`src/rtl/pipeline_hazard_ctrl.sv`:
```
// Combined hazard detection and forwarding controller for the 5-stage pipeline.
// A shadow copy of each in-flight instruction's destination is kept for EXE and
// the stages behind it. Forwarding selects, load-use bubbles, data-memory wait
// stalls and the branch flush are all derived from that copy.
module pipeline_hazard_ctrl #(
  parameter int unsigned NUM_SRC         = 2,
  parameter int unsigned NUM_FWD_STAGES  = 2,
  parameter int unsigned LOAD_USE_STALLS = 1,
  parameter int unsigned DELAY_SLOT      = 1,
  parameter int unsigned REG_W           = 5
) (
  input  logic                     CLOCK,
  input  logic                     RESET,
  input  logic                     IDValid_IN,
  input  logic [NUM_SRC*REG_W-1:0] IDSrcReg_IN,
  input  logic [NUM_SRC-1:0]       IDSrcUse_IN,
  input  logic [REG_W-1:0]         IDDestReg_IN,
  input  logic                     IDWriteEnable_IN,
  input  logic                     IDIsLoad_IN,
  input  logic                     BranchTaken_IN,
  input  logic                     MemReq_IN,
  input  logic                     MemReady_IN,
  output logic [NUM_SRC*2-1:0]     FwdSel_OUT,
  output logic                     STALL_IFID,
  output logic                     FLUSH_IFID,
  output logic                     STALL_IDEXE,
  output logic                     FLUSH_IDEXE,
  output logic                     STALL_EXEMEM,
  output logic                     FLUSH_EXEMEM,
  output logic                     STALL_MEMWB,
  output logic                     FLUSH_MEMWB,
  output logic [15:0]              StallCount_OUT
);

  localparam int unsigned Depth = NUM_FWD_STAGES + 1;

  typedef enum logic [1:0] {StRun, StLuStall, StMemWait} state_e;

  state_e             state_q, state_d;
  logic [1:0]         lu_cnt_q, lu_cnt_d;
  logic [15:0]        stall_cnt_q;

  // Slot 0 is EXE, slot k is k stages past EXE.
  logic [Depth-1:0]   sh_valid_q;
  logic [Depth-1:0]   sh_we_q;
  logic [REG_W-1:0]   sh_dest_q [Depth];
  // Only the EXE entry's load flag is ever consulted, so older slots drop it.
  logic               sh_load_q;
  logic [REG_W-1:0]   exe_src_q [NUM_SRC];
  logic [NUM_SRC-1:0] exe_use_q;

  logic [Depth-1:0]     live;
  logic [NUM_SRC*2-1:0] fwd_sel;
  logic                 src_match;
  logic                 lu_hazard;
  logic                 mem_stall;
  logic                 lu_stall;

  // Slot k can supply a result: valid, writes a register, and not $0.
  always_comb begin
    live = '0;
    for (int k = 0; k < Depth; k++) begin
      live[k] = sh_valid_q[k] && sh_we_q[k] && (sh_dest_q[k] != '0);
    end
  end

  // Forwarding select: scan oldest to youngest so the youngest match wins.
  always_comb begin
    fwd_sel = '0;
    for (int s = 0; s < NUM_SRC; s++) begin
      for (int k = NUM_FWD_STAGES; k >= 1; k--) begin
        if (exe_use_q[s] && live[k] && (sh_dest_q[k] == exe_src_q[s])) begin
          fwd_sel[s*2 +: 2] = 2'(k);
        end
      end
    end
  end

  // Load-use hazard: ID reads the register a load in EXE is about to produce.
  always_comb begin
    src_match = 1'b0;
    for (int s = 0; s < NUM_SRC; s++) begin
      if (IDSrcUse_IN[s] && (IDSrcReg_IN[s*REG_W +: REG_W] == sh_dest_q[0])) begin
        src_match = 1'b1;
      end
    end
  end

  assign lu_hazard = IDValid_IN && src_match && live[0] && sh_load_q;

  // Stall FSM next state. The cycle memory becomes ready already behaves as the
  // state being resumed, so a pending load-use stall continues without a gap.
  always_comb begin
    state_d  = state_q;
    lu_cnt_d = lu_cnt_q;
    lu_stall = 1'b0;
    mem_stall = (state_q == StMemWait) ? !MemReady_IN : (MemReq_IN && !MemReady_IN);
    if (mem_stall) begin
      state_d = StMemWait;
    end else if (lu_cnt_q != 2'd0) begin
      lu_stall = 1'b1;
      lu_cnt_d = lu_cnt_q - 2'd1;
      state_d  = (lu_cnt_q == 2'd1) ? StRun : StLuStall;
    end else if (lu_hazard) begin
      lu_stall = 1'b1;
      if (LOAD_USE_STALLS > 1) begin
        lu_cnt_d = 2'(LOAD_USE_STALLS - 1);
        state_d  = StLuStall;
      end else begin
        state_d = StRun;
      end
    end else begin
      state_d = StRun;
    end
  end

  // Pipeline register controls, priority memory wait > load-use > branch.
  always_comb begin
    FwdSel_OUT   = '0;
    STALL_IFID   = 1'b0;
    FLUSH_IFID   = 1'b0;
    STALL_IDEXE  = 1'b0;
    FLUSH_IDEXE  = 1'b0;
    STALL_EXEMEM = 1'b0;
    FLUSH_EXEMEM = 1'b0;
    STALL_MEMWB  = 1'b0;
    FLUSH_MEMWB  = 1'b0;
    if (!RESET) begin
      FwdSel_OUT = fwd_sel;
      if (mem_stall) begin
        STALL_IFID   = 1'b1;
        STALL_IDEXE  = 1'b1;
        STALL_EXEMEM = 1'b1;
        FLUSH_MEMWB  = 1'b1;
      end else if (lu_stall) begin
        STALL_IFID  = 1'b1;
        FLUSH_IDEXE = 1'b1;
      end else if (BranchTaken_IN && (DELAY_SLOT == 0)) begin
        FLUSH_IFID = 1'b1;
      end
    end
  end

  // FSM state, load-use counter and saturating stall counter.
  always_ff @(posedge CLOCK or posedge RESET) begin
    if (RESET) begin
      state_q     <= StRun;
      lu_cnt_q    <= 2'd0;
      stall_cnt_q <= 16'd0;
    end else begin
      state_q  <= state_d;
      lu_cnt_q <= lu_cnt_d;
      if (STALL_IFID && (stall_cnt_q != 16'hFFFF)) begin
        stall_cnt_q <= stall_cnt_q + 16'd1;
      end
    end
  end

  assign StallCount_OUT = stall_cnt_q;

  // Shadow pipeline: hold on memory wait, bubble into EXE on load-use, else advance.
  always_ff @(posedge CLOCK or posedge RESET) begin
    if (RESET) begin
      sh_valid_q <= '0;
      sh_we_q    <= '0;
      sh_load_q  <= 1'b0;
      exe_use_q  <= '0;
      for (int k = 0; k < Depth; k++) begin
        sh_dest_q[k] <= '0;
      end
      for (int s = 0; s < NUM_SRC; s++) begin
        exe_src_q[s] <= '0;
      end
    end else if (!mem_stall) begin
      for (int k = Depth - 1; k >= 1; k--) begin
        sh_valid_q[k] <= sh_valid_q[k-1];
        sh_we_q[k]    <= sh_we_q[k-1];
        sh_dest_q[k]  <= sh_dest_q[k-1];
      end
      if (lu_stall) begin
        sh_valid_q[0] <= 1'b0;
        exe_use_q     <= '0;
      end else begin
        sh_valid_q[0] <= IDValid_IN;
        sh_we_q[0]    <= IDWriteEnable_IN;
        sh_dest_q[0]  <= IDDestReg_IN;
        sh_load_q     <= IDIsLoad_IN;
        exe_use_q     <= IDSrcUse_IN & {NUM_SRC{IDValid_IN}};
        for (int s = 0; s < NUM_SRC; s++) begin
          exe_src_q[s] <= IDSrcReg_IN[s*REG_W +: REG_W];
        end
      end
    end
  end

endmodule

```
`config.mk`:
```
export PLATFORM = sky130hd
export DESIGN_NAME = pipeline_hazard_ctrl
export DESIGN_NICKNAME = d
export VERILOG_FILES = /design/src/rtl/pipeline_hazard_ctrl.sv
export SDC_FILE = /design/constraint.sdc
export NUM_CORES = 1
export LEC_CHECK = 0
export ABC_CLOCK_PERIOD_IN_PS = 4120
export CAP_MARGIN = 25
export CORE_UTILIZATION = 45
export CTS_BUF_LIST = sky130_fd_sc_hd__clkbuf_4 sky130_fd_sc_hd__clkbuf_8 sky130_fd_sc_hd__clkbuf_16
export DETAILED_ROUTE_END_ITERATION = 8
export GPL_TIMING_DRIVEN = 0
export PLACE_DENSITY = 0.71
export SYNTH_ARGS = -nofsm -noshare
export SYNTH_HDL_FRONTEND = slang
export SYNTH_SLANG_ARGS = --single-unit
```
`constraint.sdc`:
```
create_clock -name CLOCK -period 4.12 [get_ports CLOCK]
set_input_delay 0.824 -clock CLOCK [delete_from_list [all_inputs] [get_ports CLOCK]]
set_output_delay 0.824 -clock CLOCK [all_outputs]
set_load 0.01 [all_outputs]
```
## Yosys cells after proc, flatten, opt, wreduce, memory -nomap -nowiden

Cells that the tools add are included.

- Register bits: 54
- Latch bits: 0
- RAM bits: 0
- ROM bits: 0
- Bits of input ports: 25
- Memories kept: 0

- Add/sub/neg operators: 2
- Multiply operators: 0
- Divide/modulo/power cells: 0
- Magnitude comparators: 0
- Equality and inequality tests: 9
- Shift operators: 0
- Muxes and demuxes: 23
- Bitwise operators: 3
- Reductions and logical operators: 28

Operators by type and width:

| kind | count |
|---|---|
| equality test 5 bit | 6 |
| logical AND 1 bit | 21 |
| adder 16 x 1 -> 16 bit (second input constant) | 1 |
| two-way mux 1 bit | 16 |
| != test 16 bit (second input constant) | 1 |
| nonzero test 5 bit | 3 |
| two-way mux 2 bit | 6 |
| two-way mux 4 bit | 1 |
| AND reduction 2 bit | 2 |
| AND 2 bit | 1 |
| equality test 2 x 1 -> 1 bit (second input constant) | 1 |
| equality test 2 bit (second input constant) | 1 |
| NOT 1 bit | 2 |
| nonzero test 2 bit | 1 |
| subtractor 2 x 1 -> 2 bit (second input constant) | 1 |
| logical NOT 1 bit | 1 |

## Logic depth before layout (Yosys ltp)

Gate-level depths: netlist of the first run.

- Word-level depth: 14
- Mapped depth: 8
- Depth with buffers taken out: 7

## Least setup slack after synthesis of the first run

No wires, ideal clock.

- Kind: input to output
- Start point: in RESET
- End point: out FwdSel_OUT[1]
- Arrival: 2.641 ns
- Required time: 3.296 ns
- Setup slack: 0.655 ns
- Cell stages on the path: 3
- Buffers on the path: 0
- Cells stage by stage: inv_1 -> o2111ai_1 -> nor3_1

- Cells in the longest elaborated chain, start to end: 1

RTL lines:

| item | line | source |
|---|---|---|
| start: declaration | 13 | `input logic RESET,` |
| two-way mux 4 bit | 128 | `if (!RESET) begin` |
| end: declaration | 23 | `output logic [NUM_SRC*2-1:0] FwdSel_OUT,` |

No other way between the ends.

## Worst setup path after layout of the first run

- Start point: in IDSrcReg_IN[4]
- End point: out STALL_IFID

- Cells in the longest elaborated chain, start to end: 13

RTL lines:

| item | line | source |
|---|---|---|
| start: declaration | 15 | `input logic [NUM_SRC*REG_W-1:0] IDSrcReg_IN,` |
| equality test 5 bit | 83 | `if (IDSrcUse_IN[s] && (IDSrcReg_IN[s*REG_W +: REG_W] == sh_dest_q[0])) begin` |
| logical AND 1 bit | 83 |  |
| two-way mux 1 bit (2 in a row) | 83 |  |
| logical AND 1 bit (3 in a row) | 89 | `assign lu_hazard = IDValid_IN && src_match && live[0] && sh_load_q;` |
| two-way mux 1 bit | 104 | `end else if (lu_hazard) begin` |
| two-way mux 1 bit | 100 | `end else if (lu_cnt_q != 2'd0) begin` |
| two-way mux 1 bit | 98 | `if (mem_stall) begin` |
| two-way mux 1 bit | 135 | `end else if (lu_stall) begin` |
| two-way mux 1 bit | 130 | `if (mem_stall) begin` |
| two-way mux 1 bit | 128 |  |
| end: declaration | 24 | `output logic STALL_IFID,` |

No other way between the ends.

==> out/metrics.cfg, run 1 <==
[clock_tree]
cts_resized = 0
clockBufferDepth = 2
cts_tree = done
post-cts-setup-buffers = 0
clkSinkCount = 54
clk_pin_slew_worst_paths_ns = 0.10
numCtsBuffers = 5
clkLatencyLatePin_ns = 0.31
holdBufCountCts = 0
cts_root_buf = clkbuf_8
htree_levels = 2

[place]
place.gp.congestion = 0.828
numPortBuffers = 48
dp_hpwl_mm = 4.20
dp_slack_ns = 0.291

[finish]
mostFrequentLayoutCells = dfrtp_1, clkdlybuf4s50_1, mux2_2, xor2_1, xnor2_1
syn_to_final_growth_pct = 25.9
fill_cells = 502
multi_input_comb_area_um2 = 1290
layout_commonest_cell = dfrtp_1
drive_gt1_frac = 0.179
antenna_cells = 0
regArea_um2 = 1350
nets = 318

[synth]
synthCells = 232
synth_warnings = 0
ys_ff_latch = 54
syn-cell-area_um2 = 2740
synth_seq_area_share = 0.492
yosys.area.top_type_share = 0.492
synth_cell_types = 33
yosys.area.top_type = dfrtp_1
synth_area_leaders = dfrtp_1, mux2_2, xor2_1
synth_area_per_cell_um2 = 11.8

[sta]
grt_setup_unrepaired = no
max_freq_mhz = 261
fin_skew_ns = 0.00860
post-route-worst-setup-slack_ns = 0.288
final_hold_viol_count = 0
setup_viol = 0
slew_headroom = 0.619
maxSlewViolCount = 0
hold_ws_ns = 0.503
tightest_slew_ns = 0.572
fin_crit_sh = 0.930
period_needed_ns = 3.83

[grt]
grt_start_max_net_pins = 42
grt_pass1_wl_mm = 9.22
first_global_vias = 1929
antenna_found_initial = 0
grtUsageTotal = 0.191
grt_overflow = 0

[pwr]
irDropWorstVdd_mv = 0.304
p_leak_nw = 1.45
p_per_area_nw_per_um2 = 621

[critical_path]
crit_path_top_delay_cell = a211oi_4
cpPeakStageDelay_ns = 0.51
cpMostUsedCell = clkdlybuf4s50_1
end_kind = output port
required_ns = 3.30
worstPathCellList = clkdlybuf4s50_1 -> xnor2_1 -> nand4_1 -> o22ai_2 -> a211oi_4 -> buf_6 -> nor2_1 -> clkdlybuf4s50_1
worstPathArrival_ns = 3.01
crit_type = input port to output port
worstPathMaxFanout = 10
cp-start-kind = input port

[floorplanning]
die_h_um = 80.1
num_rows = 28
die-area_um2 = 6410
start_util = 0.466
dieWidth_um = 80.1
ios = 53
core_area_um2 = 5890

[route]
wl_per_cell_um = 15.3
drcViolationCount = 1
routed_wl_mm = 5.59
ant_nets = 0
dr.pass1.iters = 6
viasPerCell = 5.32
dr.first_iter.drc_count = 119
routed-via-count = 1947

[run_status]
status = finished, violations left
violations = design-rule violations

[worst_hold_path]
hold_path.class = flip-flop to flip-flop

[run]
maxCapViolations = 0

-- registers in the layout, summed over array words and instances, names as in the netlist --
signal and count:
state_q 2, sh_we_q 3, exe_src_q 10, lu_cnt_q 2, sh_load_q 1, sh_dest_q 15
exe_use_q 2, StallCount_OUT 16, sh_valid_q 3
-- per-stage QoR --
step | setup TNS, ns | power (mW) | cells | util | cell area [um2]
after global routing | 0 | 2.30 | 366 | 0.587 | 3450
after global placement | -1.73 | 1.78 | 357 | 0.565 | 3330
after CTS | 0 | 2.17 | 366 | 0.587 | 3450
after detailed placement | 0 | 1.81 | 358 | 0.568 | 3350
after floorplan | 0 | 1.54 | 234 | - | 2750
final | 0 | 2.14 | 366 | 0.587 | 3450
-- layer usage --
layer	vias to the layer above	part of all wire	track usage	wire, um
met4	0	0.020	0.0768	110
met3	11	0.045	0.0409	249
met2	55	0.44	0.287	2490
met5	-	0	0	0
li1	924	-	-	-
met1	957	0.49	0.267	2750
-- path summary, 6_finish.rpt --
path	start	end	slack (ns)	depth (start not counted)
max	IDSrcReg_IN[4]	STALL_IFID	0.29	8
min reg2reg	StallCount_OUT[15]	StallCount_OUT[15]	0.50	1
max in group asynchronous	RESET	sh_dest_q[7]	2.68	3
min	StallCount_OUT[15]	StallCount_OUT[15]	0.50	1
min in group asynchronous	RESET	StallCount_OUT[12]	0.90	2
max reg2reg	StallCount_OUT[0]	StallCount_OUT[10]	1.96	8
-- layout make-up --
cell class	count	share of cell area
buffer	12	0.0250
tap	75	0.0272
multi-input combinational	162	0.374
clock buffer	5	0.0199
timing repair buffer	49	0.145
inverter	6	0.00652
sequential	54	0.391
clock inverter	3	0.0116
-- kinds of logic (layout without fill, tap and decap cells) --
kind of cell,Yosys count,after routing,share of synthesized area
other cells,1,3,0.00137
simple gates,67,67,0.137
compound gates,10,10,0.0337
mux,34,34,0.139
flops,54,54,0.492
buf+inv,18,75,0.0397
fa+ha+maj,3,3,0.0137
xor+xnor,45,45,0.144
-- synth_stat cells --
cell type  instances
a21oi_1            3
nor4_1             9
nand2_1            5
a211oi_4           1
nor2_1             9
nand4b_1           2
o22ai_2            1
nand3_1           12
dfrtp_1           54
xnor2_1           20
ha_1               3
mux2_2            31
inv_1              6
or4_1              2
xor2_1            25
mux2_1             1
o2111ai_1          1
and4_1             2
buf_4              5
clkbuf_1           4
nand4_1            4
buf_6              3
conb_1             1
mux2i_1            2
nand3b_1           2
and3_1             5
o211ai_1           1
a32o_1             2
nor3b_1            2
a22o_1             1
and2_1             1
nand2b_2           1
nor3_1            11
-- report_power, final --
part / internal, mW / leakage (nW) / switching (mW)
logic: 0.480 / 0.727 / 0.325
registers: 0.741 / 0.661 / 0.250
clock network: 0.179 / 0.0579 / 0.168
-- worst max-delay path: cells and delay by family --
family	cells	cell delay, ns
buffers and inverters	3	1.18
AOI/OAI and AO/OA	2	0.64
xor gates and xnor gates	1	0.18
and+or+nand+nor	2	0.18
(Power assumes the default switching activity.)
==> run 2, diff against run 1 <==
--- a/config.mk
+++ b/config.mk
@@ -12,6 +12,7 @@
 export DETAILED_ROUTE_END_ITERATION = 8
 export GPL_TIMING_DRIVEN = 0
 export PLACE_DENSITY = 0.71
+export RECOVER_POWER = 100
 export SYNTH_ARGS = -nofsm -noshare
 export SYNTH_HDL_FRONTEND = slang
 export SYNTH_SLANG_ARGS = --single-unit
==> run 2 against run 1 <==
  * The flow still finishes with violations (design-rule violations)
  * Sequential share of layout area increased by 0.24 points
  * Global-route usage unchanged
  * Wire length decreased by 0.91%
  * Sequential power about the same
  * Utilization decreased by 0.36 points
  * Worst hold slack got worse by 0.0075 ns
  * Worst setup slack got worse by 0.016 ns
  * Combinational power decreased by 4.0%
  * Power decreased by 1.6%
  * Fmax decreased by 0.42%
  * Register-to-register slack got worse by 0.22 ns
  * Die area unchanged
  * Largest cell class unchanged
==> out/metrics.cfg, run 2 (synthesis results as in run 1) <==
[run_status]
status = finished, violations left  ; unchanged
violations = design-rule violations  ; unchanged

[grt]
first_global_vias = 1929  ; unchanged
antenna_found_initial = 0  ; unchanged
grt_start_max_net_pins = 42  ; unchanged
grt_overflow = 0  ; unchanged
grtUsageTotal = 0.191  ; unchanged
grt_pass1_wl_mm = 9.22  ; unchanged

[clock_tree]
clkSinkCount = 54  ; unchanged
post-cts-setup-buffers = 0  ; unchanged
htree_levels = 2  ; unchanged
clk_pin_slew_worst_paths_ns = 0.10  ; about the same
clockBufferDepth = 2  ; unchanged
clkLatencyLatePin_ns = 0.31  ; about the same
cts_resized = 0  ; unchanged
holdBufCountCts = 0  ; unchanged
numCtsBuffers = 5  ; unchanged
cts_root_buf = clkbuf_8  ; unchanged
cts_tree = done  ; unchanged

[sta]
period_needed_ns = 3.85  ; was 3.83 ns
post-route-worst-setup-slack_ns = 0.272  ; was 0.288 ns
slew_headroom = 0.631  ; was 0.619
hold_ws_ns = 0.495  ; was 0.503 ns
maxSlewViolCount = 0  ; unchanged
final_hold_viol_count = 0  ; unchanged
fin_skew_ns = 0.00829  ; was 0.00860 ns
fin_crit_sh = 0.934  ; was 0.930
tightest_slew_ns = 0.554  ; was 0.572 ns
max_freq_mhz = 260  ; was 261 MHz
grt_setup_unrepaired = no  ; unchanged
setup_viol = 0  ; unchanged

[finish]
antenna_cells = 0  ; unchanged
layout_commonest_cell = dfrtp_1  ; unchanged
mostFrequentLayoutCells = dfrtp_1, mux2_2, xor2_1, dlygate4sd3_1, clkdlybuf4s50_1  ; was dfrtp_1, clkdlybuf4s50_1, mux2_2, xor2_1, xnor2_1
syn_to_final_growth_pct = 25.1  ; was 25.9%
largest_register_ffs = 16  ; unchanged
nets = 318  ; unchanged
drive_gt1_frac = 0.168  ; was 0.179

[critical_path]
worstPathCellList = clkdlybuf4s50_1 -> xnor2_1 -> nand4_1 -> o22ai_1 -> a211oi_4 -> buf_6 -> nor2_1 -> clkdlybuf4s50_1  ; was clkdlybuf4s50_1 -> xnor2_1 -> nand4_1 -> o22ai_2 -> a211oi_4 -> buf_6 -> nor2_1 -> clkdlybuf4s50_1
crit_path_top_delay_cell = clkdlybuf4s50_1  ; was a211oi_4
required_ns = 3.30  ; about the same
path_delay_family = buffers and inverters  ; unchanged
cpPeakStageDelay_ns = 0.54  ; was 0.51 ns
path_buf_inv = 3  ; unchanged
crit_type = input port to output port  ; unchanged
worstPathMaxFanout = 10  ; unchanged
end_kind = output port  ; unchanged
worstPathArrival_ns = 3.02  ; was 3.01 ns
cpMostUsedCell = clkdlybuf4s50_1  ; unchanged
cp-start-kind = input port  ; unchanged

[route]
viasPerCell = 5.33  ; was 5.32
wl_per_cell_um = 15.1  ; was 15.3 um
dr.pass1.iters = 6  ; unchanged
dr.first_iter.drc_count = 116  ; was 119
ant_nets = 0  ; unchanged
drcViolationCount = 1  ; unchanged
routed_wl_mm = 5.54  ; was 5.59 mm
routed-via-count = 1952  ; was 1947

[worst_hold_path]
hold_path.class = flip-flop to flip-flop  ; unchanged

[place]
numPortBuffers = 48  ; unchanged
place.gp.congestion = 0.828  ; unchanged
dp_hpwl_mm = 4.20  ; unchanged
dp_slack_ns = 0.291  ; unchanged

[pwr]
p_leak_nw = 1.49  ; was 1.45 nW
irDropWorstVdd_mv = 0.300  ; was 0.304 mV
fin_total_pwr_mw = 2.11  ; was 2.14 mW
p_per_area_nw_per_um2 = 614  ; was 621 nW/um2

[floorplanning]
num_rows = 28  ; unchanged
start_util = 0.466  ; unchanged
core_area_um2 = 5890  ; unchanged
dieWidth_um = 80.1  ; unchanged
ios = 53  ; unchanged
die-area_um2 = 6410  ; unchanged
die_h_um = 80.1  ; unchanged

[run]
maxCapViolations = 0  ; unchanged

## run 2: changes by cell type in the layout (fill, tap and decap cells not counted)
cell and change:
clkdlybuf4s50_1 -25, dlygate4sd3_1 +25, buf_6 -2, clkbuf_1 +2
o22ai_1 +1, o22ai_2 -1
## run 2: worst paths after layout
path	startpoint	to	slack (ns)	cells past startpoint
worst max register to register	sh_dest_q[14]	exe_src_q[2]	1.74	6
worst max-delay path	IDSrcReg_IN[4]	STALL_IFID	0.27	8
min in group asynchronous	RESET	StallCount_OUT[12]	0.89	2
worst min register to register	StallCount_OUT[15]	StallCount_OUT[15]	0.50	1
max in group asynchronous	RESET	exe_src_q[6]	2.69	3
worst min-delay path	StallCount_OUT[15]	StallCount_OUT[15]	0.50	1
## run 2: final cells by class
cell class / instances / area, um2
fillers: 506 / 2450
flip-flops and latches: 54 / 1350
multi-input cells: 162 / 1280
repair buffers: 49 / 500
well taps: 75 / 93.8
plain buffers: 12 / 71.3
clock buffers: 5 / 68.8
clock inverters: 3 / 40.0
inverters: 6 / 22.5
## run 2: metrics by stage
stage / utilization / TNS, ns / cell area [um2] / instances
detailed placement: 0.568 / 0 / 3350 / 358
finish: 0.583 / 0 / 3430 / 366
floorplan: - / 0 / 2750 / 234
global route: 0.583 / 0 / 3430 / 366
CTS: 0.587 / 0 / 3450 / 366
global placement: 0.565 / -1.73 / 3330 / 357
## run 2: power breakdown
part | total (mW) | switching [mW] | internal (mW)
clock network | 0.347 | 0.168 | 0.179
logic | 0.773 | 0.320 | 0.453
registers | 0.989 | 0.248 | 0.741
total | 2.11 | 0.736 | 1.37
## run 2: metal layers
layer	GRT usage	vias to the layer above	wire length, um	share of wire
li1	-	921	-	-
met1	0.267	965	2660	0.48
met2	0.287	55	2510	0.45
met3	0.0409	11	255	0.046
met4	0.0768	0	110	0.020
met5	0	-	0	0
## run 2: worst reg2reg max path, stage by stage (launching register included)
cell      delay [ns]
dfrtp_1         0.46
xnor2_1         0.18
nand4_1         0.11
o22ai_1         0.17
a211oi_4        0.51
clkbuf_1        0.45
mux2_2          0.40
==> run 3, diff against run 2 <==
--- a/config.mk
+++ b/config.mk
@@ -7,11 +7,13 @@
 export LEC_CHECK = 0
 export ABC_CLOCK_PERIOD_IN_PS = 4120
 export CAP_MARGIN = 25
-export CORE_UTILIZATION = 45
+export CELL_PAD_IN_SITES_DETAIL_PLACEMENT = 0
+export CELL_PAD_IN_SITES_GLOBAL_PLACEMENT = 1
+export CORE_UTILIZATION = 44
 export CTS_BUF_LIST = sky130_fd_sc_hd__clkbuf_4 sky130_fd_sc_hd__clkbuf_8 sky130_fd_sc_hd__clkbuf_16
 export DETAILED_ROUTE_END_ITERATION = 8
 export GPL_TIMING_DRIVEN = 0
-export PLACE_DENSITY = 0.71
+export PLACE_DENSITY = 0.85
 export RECOVER_POWER = 100
 export SYNTH_ARGS = -nofsm -noshare
 export SYNTH_HDL_FRONTEND = slang
==> run 3 against run 2 <==
  * Register-to-register slack about the same
  * Combinational power is essentially flat
  * The run now ends clean
  * Critical path type unchanged
  * Non-clock buffer count did not move
  * Wire length increased by 2.8%
  * Largest cell class unchanged
  * Highest routed layer unchanged
  * Via count down 0.15%
  * Worst setup slack worse by 0.0062 ns
  * Flip-flop and latch count unchanged
  * First-iteration DRC count decreased by 25%
  * Worst hold slack lost 0.0043 ns
  * Power fell by 2.0%
==> out/metrics.cfg, run 3 (synthesis results as in run 1) <==
[finish]
syn_to_final_growth_pct = 24.7  ; was 25.1%
regArea_um2 = 1350  ; unchanged
utilization = 0.574  ; was 0.583
multi_input_comb_area_um2 = 1280  ; unchanged
drive_gt1_frac = 0.168  ; unchanged
antenna_cells = 0  ; unchanged
nets = 318  ; unchanged
fill_cells = 549  ; was 506
largest_register_ffs = 16  ; unchanged
mostFrequentLayoutCells = dfrtp_1, mux2_2, xor2_1, clkdlybuf4s50_1, dlygate4sd3_1  ; was dfrtp_1, mux2_2, xor2_1, dlygate4sd3_1, clkdlybuf4s50_1
layout_commonest_cell = dfrtp_1  ; unchanged

[run]
maxCapViolations = 0  ; unchanged

[pwr]
seq_power_share = 0.478  ; was 0.469
power.switching_uw = 730  ; was 736 uW
fin_total_pwr_mw = 2.07  ; was 2.11 mW
p_clk_frac = 0.149  ; was 0.165
p_int_mw = 1.34  ; was 1.37 mW
pwr-share-comb = 0.373  ; was 0.367
swShare = 0.353  ; was 0.349
p_leak_nw = 1.48  ; was 1.49 nW
p_per_area_nw_per_um2 = 604  ; was 614 nW/um2
irDropWorstVdd_mv = 0.302  ; was 0.300 mV

[grt]
antenna_found_initial = 0  ; unchanged
grt_start_max_net_pins = 30  ; was 42
first_global_vias = 2020  ; was 1929
grtUsageTotal = 0.200  ; was 0.191
grt_overflow = 0  ; unchanged
grt_pass1_wl_mm = 9.82  ; was 9.22 mm

[clock_tree]
clockBufferDepth = 2  ; unchanged
clk_pin_slew_worst_paths_ns = 0.09  ; was 0.10 ns
cts_root_buf = clkbuf_8  ; unchanged
cts_tree = done  ; unchanged
numCtsBuffers = 5  ; unchanged
clkLatencyLatePin_ns = 0.30  ; was 0.31 ns
clkSinkCount = 54  ; unchanged
htree_levels = 2  ; unchanged
post-cts-setup-buffers = 0  ; unchanged

[sta]
grt_setup_unrepaired = no  ; unchanged
final_hold_viol_count = 0  ; unchanged
post-route-worst-setup-slack_ns = 0.266  ; was 0.272 ns
slew_headroom = 0.565  ; was 0.631
max_freq_mhz = 259  ; was 260 MHz
period_needed_ns = 3.85  ; about the same
setup_viol = 0  ; unchanged
maxSlewViolCount = 0  ; unchanged
fin_crit_sh = 0.935  ; was 0.934
tightest_slew_ns = 0.653  ; was 0.554 ns
fin_skew_ns = 0.00517  ; was 0.00829 ns

[place]
dp_slack_ns = 0.209  ; was 0.291 ns
numPortBuffers = 48  ; unchanged
place.gp.congestion = 0.770  ; was 0.828
dp_hpwl_mm = 4.26  ; was 4.20 mm

[route]
highest_layer = met4  ; unchanged
drcViolationCount = 0  ; was 1
routed_wl_mm = 5.70  ; was 5.54 mm
wl_per_cell_um = 15.6  ; was 15.1 um
wl_met1_mm = 2.58  ; was 2.66 mm
wl_met2_mm = 2.77  ; was 2.51 mm
dr_wl_met3_um = 243  ; was 255 um
dr.pass1.iters = 6  ; unchanged
viasPerCell = 5.33  ; about the same
dr.first_iter.drc_count = 87  ; was 116
routed-via-count = 1949  ; was 1952
ant_nets = 0  ; unchanged

[worst_hold_path]
hold_path.class = flip-flop to flip-flop  ; unchanged

[critical_path]
cp-start-kind = input port  ; unchanged
crit_type = input port to output port  ; unchanged
path_delay_family = buffers and inverters  ; unchanged
path_buf_inv = 4  ; was 3
crit_path_top_delay_cell = dlygate4sd3_1  ; was clkdlybuf4s50_1
worstPathCellList = clkdlybuf4s50_1 -> clkinv_2 -> buf_12 -> o2111ai_1 -> nor3_1 -> dlygate4sd3_1  ; was clkdlybuf4s50_1 -> xnor2_1 -> nand4_1 -> o22ai_1 -> a211oi_4 -> buf_6 -> nor2_1 -> clkdlybuf4s50_1
end_kind = output port  ; unchanged
worstPathMaxFanout = 29  ; was 10
worstPathArrival_ns = 3.03  ; was 3.02 ns
required_ns = 3.30  ; about the same
cpPeakStageDelay_ns = 0.60  ; was 0.54 ns

[floorplanning]
dieWidth_um = 81.0  ; was 80.1 um
die_h_um = 81.0  ; was 80.1 um
num_rows = 28  ; unchanged
start_util = 0.461  ; was 0.466
ios = 53  ; unchanged
die-area_um2 = 6560  ; was 6410 um2
core_area_um2 = 5960  ; was 5890 um2

[run_status]
status = completed  ; was finished, violations left

==> run 3: cell types whose count changed in the layout (fill, tap and decap cells not counted), sizes merged <==
cell | previous run | this run
clkbuf | 11 | 13
dlygate4sd3 | 25 | 24
inv | 6 | 5
clkdlybuf4s50 | 23 | 24
bufinv | 1 | 0
==> run 3: layer usage <==
| layer | vias up | track usage |
|---|---|---|
| met3 | 11 | 0.0337 |
| li1 | 930 | - |
| met4 | 0 | 0.0732 |
| met1 | 962 | 0.267 |
| met5 | - | 0 |
| met2 | 46 | 0.324 |
==> run 3: through the flow <==
stage	cells	TNS, ns	area [um2]	hold slack [ns]
finish	366	0	3420	0.491
global route	366	0	3420	0.512
CTS	366	0	3440	0.498
detailed placement	358	0	3350	0.479
global placement	357	-1.69	3330	0.479
floorplan	234	0	2750	0.477
==> run 3: layout make-up <==
cell class | instances | share of cell area
tap | 75 | 0.0274
clock buffer | 7 | 0.0263
multi-input combinational | 162 | 0.376
clock inverter | 1 | 0.00146
timing repair buffer | 49 | 0.146
buffer | 12 | 0.0208
inverter | 6 | 0.00695
sequential | 54 | 0.395
==> run 3: power groups by stage <==
stage | logic, mW | registers [mW] | clock network [mW]
after floorplan | 0.591 | 0.950 | 0
after global placement | 0.789 | 0.996 | 0
after detailed placement | 0.807 | 1.00 | 0
after CTS | 0.811 | 0.992 | 0.318
after global routing | 0.861 | 1.03 | 0.343
final | 0.771 | 0.988 | 0.308
==> run 3: final timing paths <==
check,slack (ns),cells past startpoint,from,endpoint
worst min-delay path,0.49,1,StallCount_OUT[6],StallCount_OUT[6]
worst max-delay path,0.27,6,RESET,FwdSel_OUT[3]
worst min register to register,0.49,1,StallCount_OUT[6],StallCount_OUT[6]
max in group asynchronous,2.67,3,RESET,sh_valid_q[0]
worst max register to register,1.74,6,sh_dest_q[14],exe_src_q[6]
min in group asynchronous,0.94,2,RESET,StallCount_OUT[11]
==> run 3: what timing repair did <==
item | 4_1_cts | 5_1_grt
setup endpoints to repair | 0 | 1
endpoints found under the hold margin | 0 | 0
resized for setup | 0 | 1
hold buffers | 0 | 0
==> run 3: worst register-to-register path, cell delays in order, from the launching register on <==
cell and delay [ns]:
dfrtp_1 0.44, xnor2_1 0.16, nand4_1 0.12, o22ai_1 0.16, a211oi_4 0.50, clkbuf_1 0.49
mux2_2 0.40
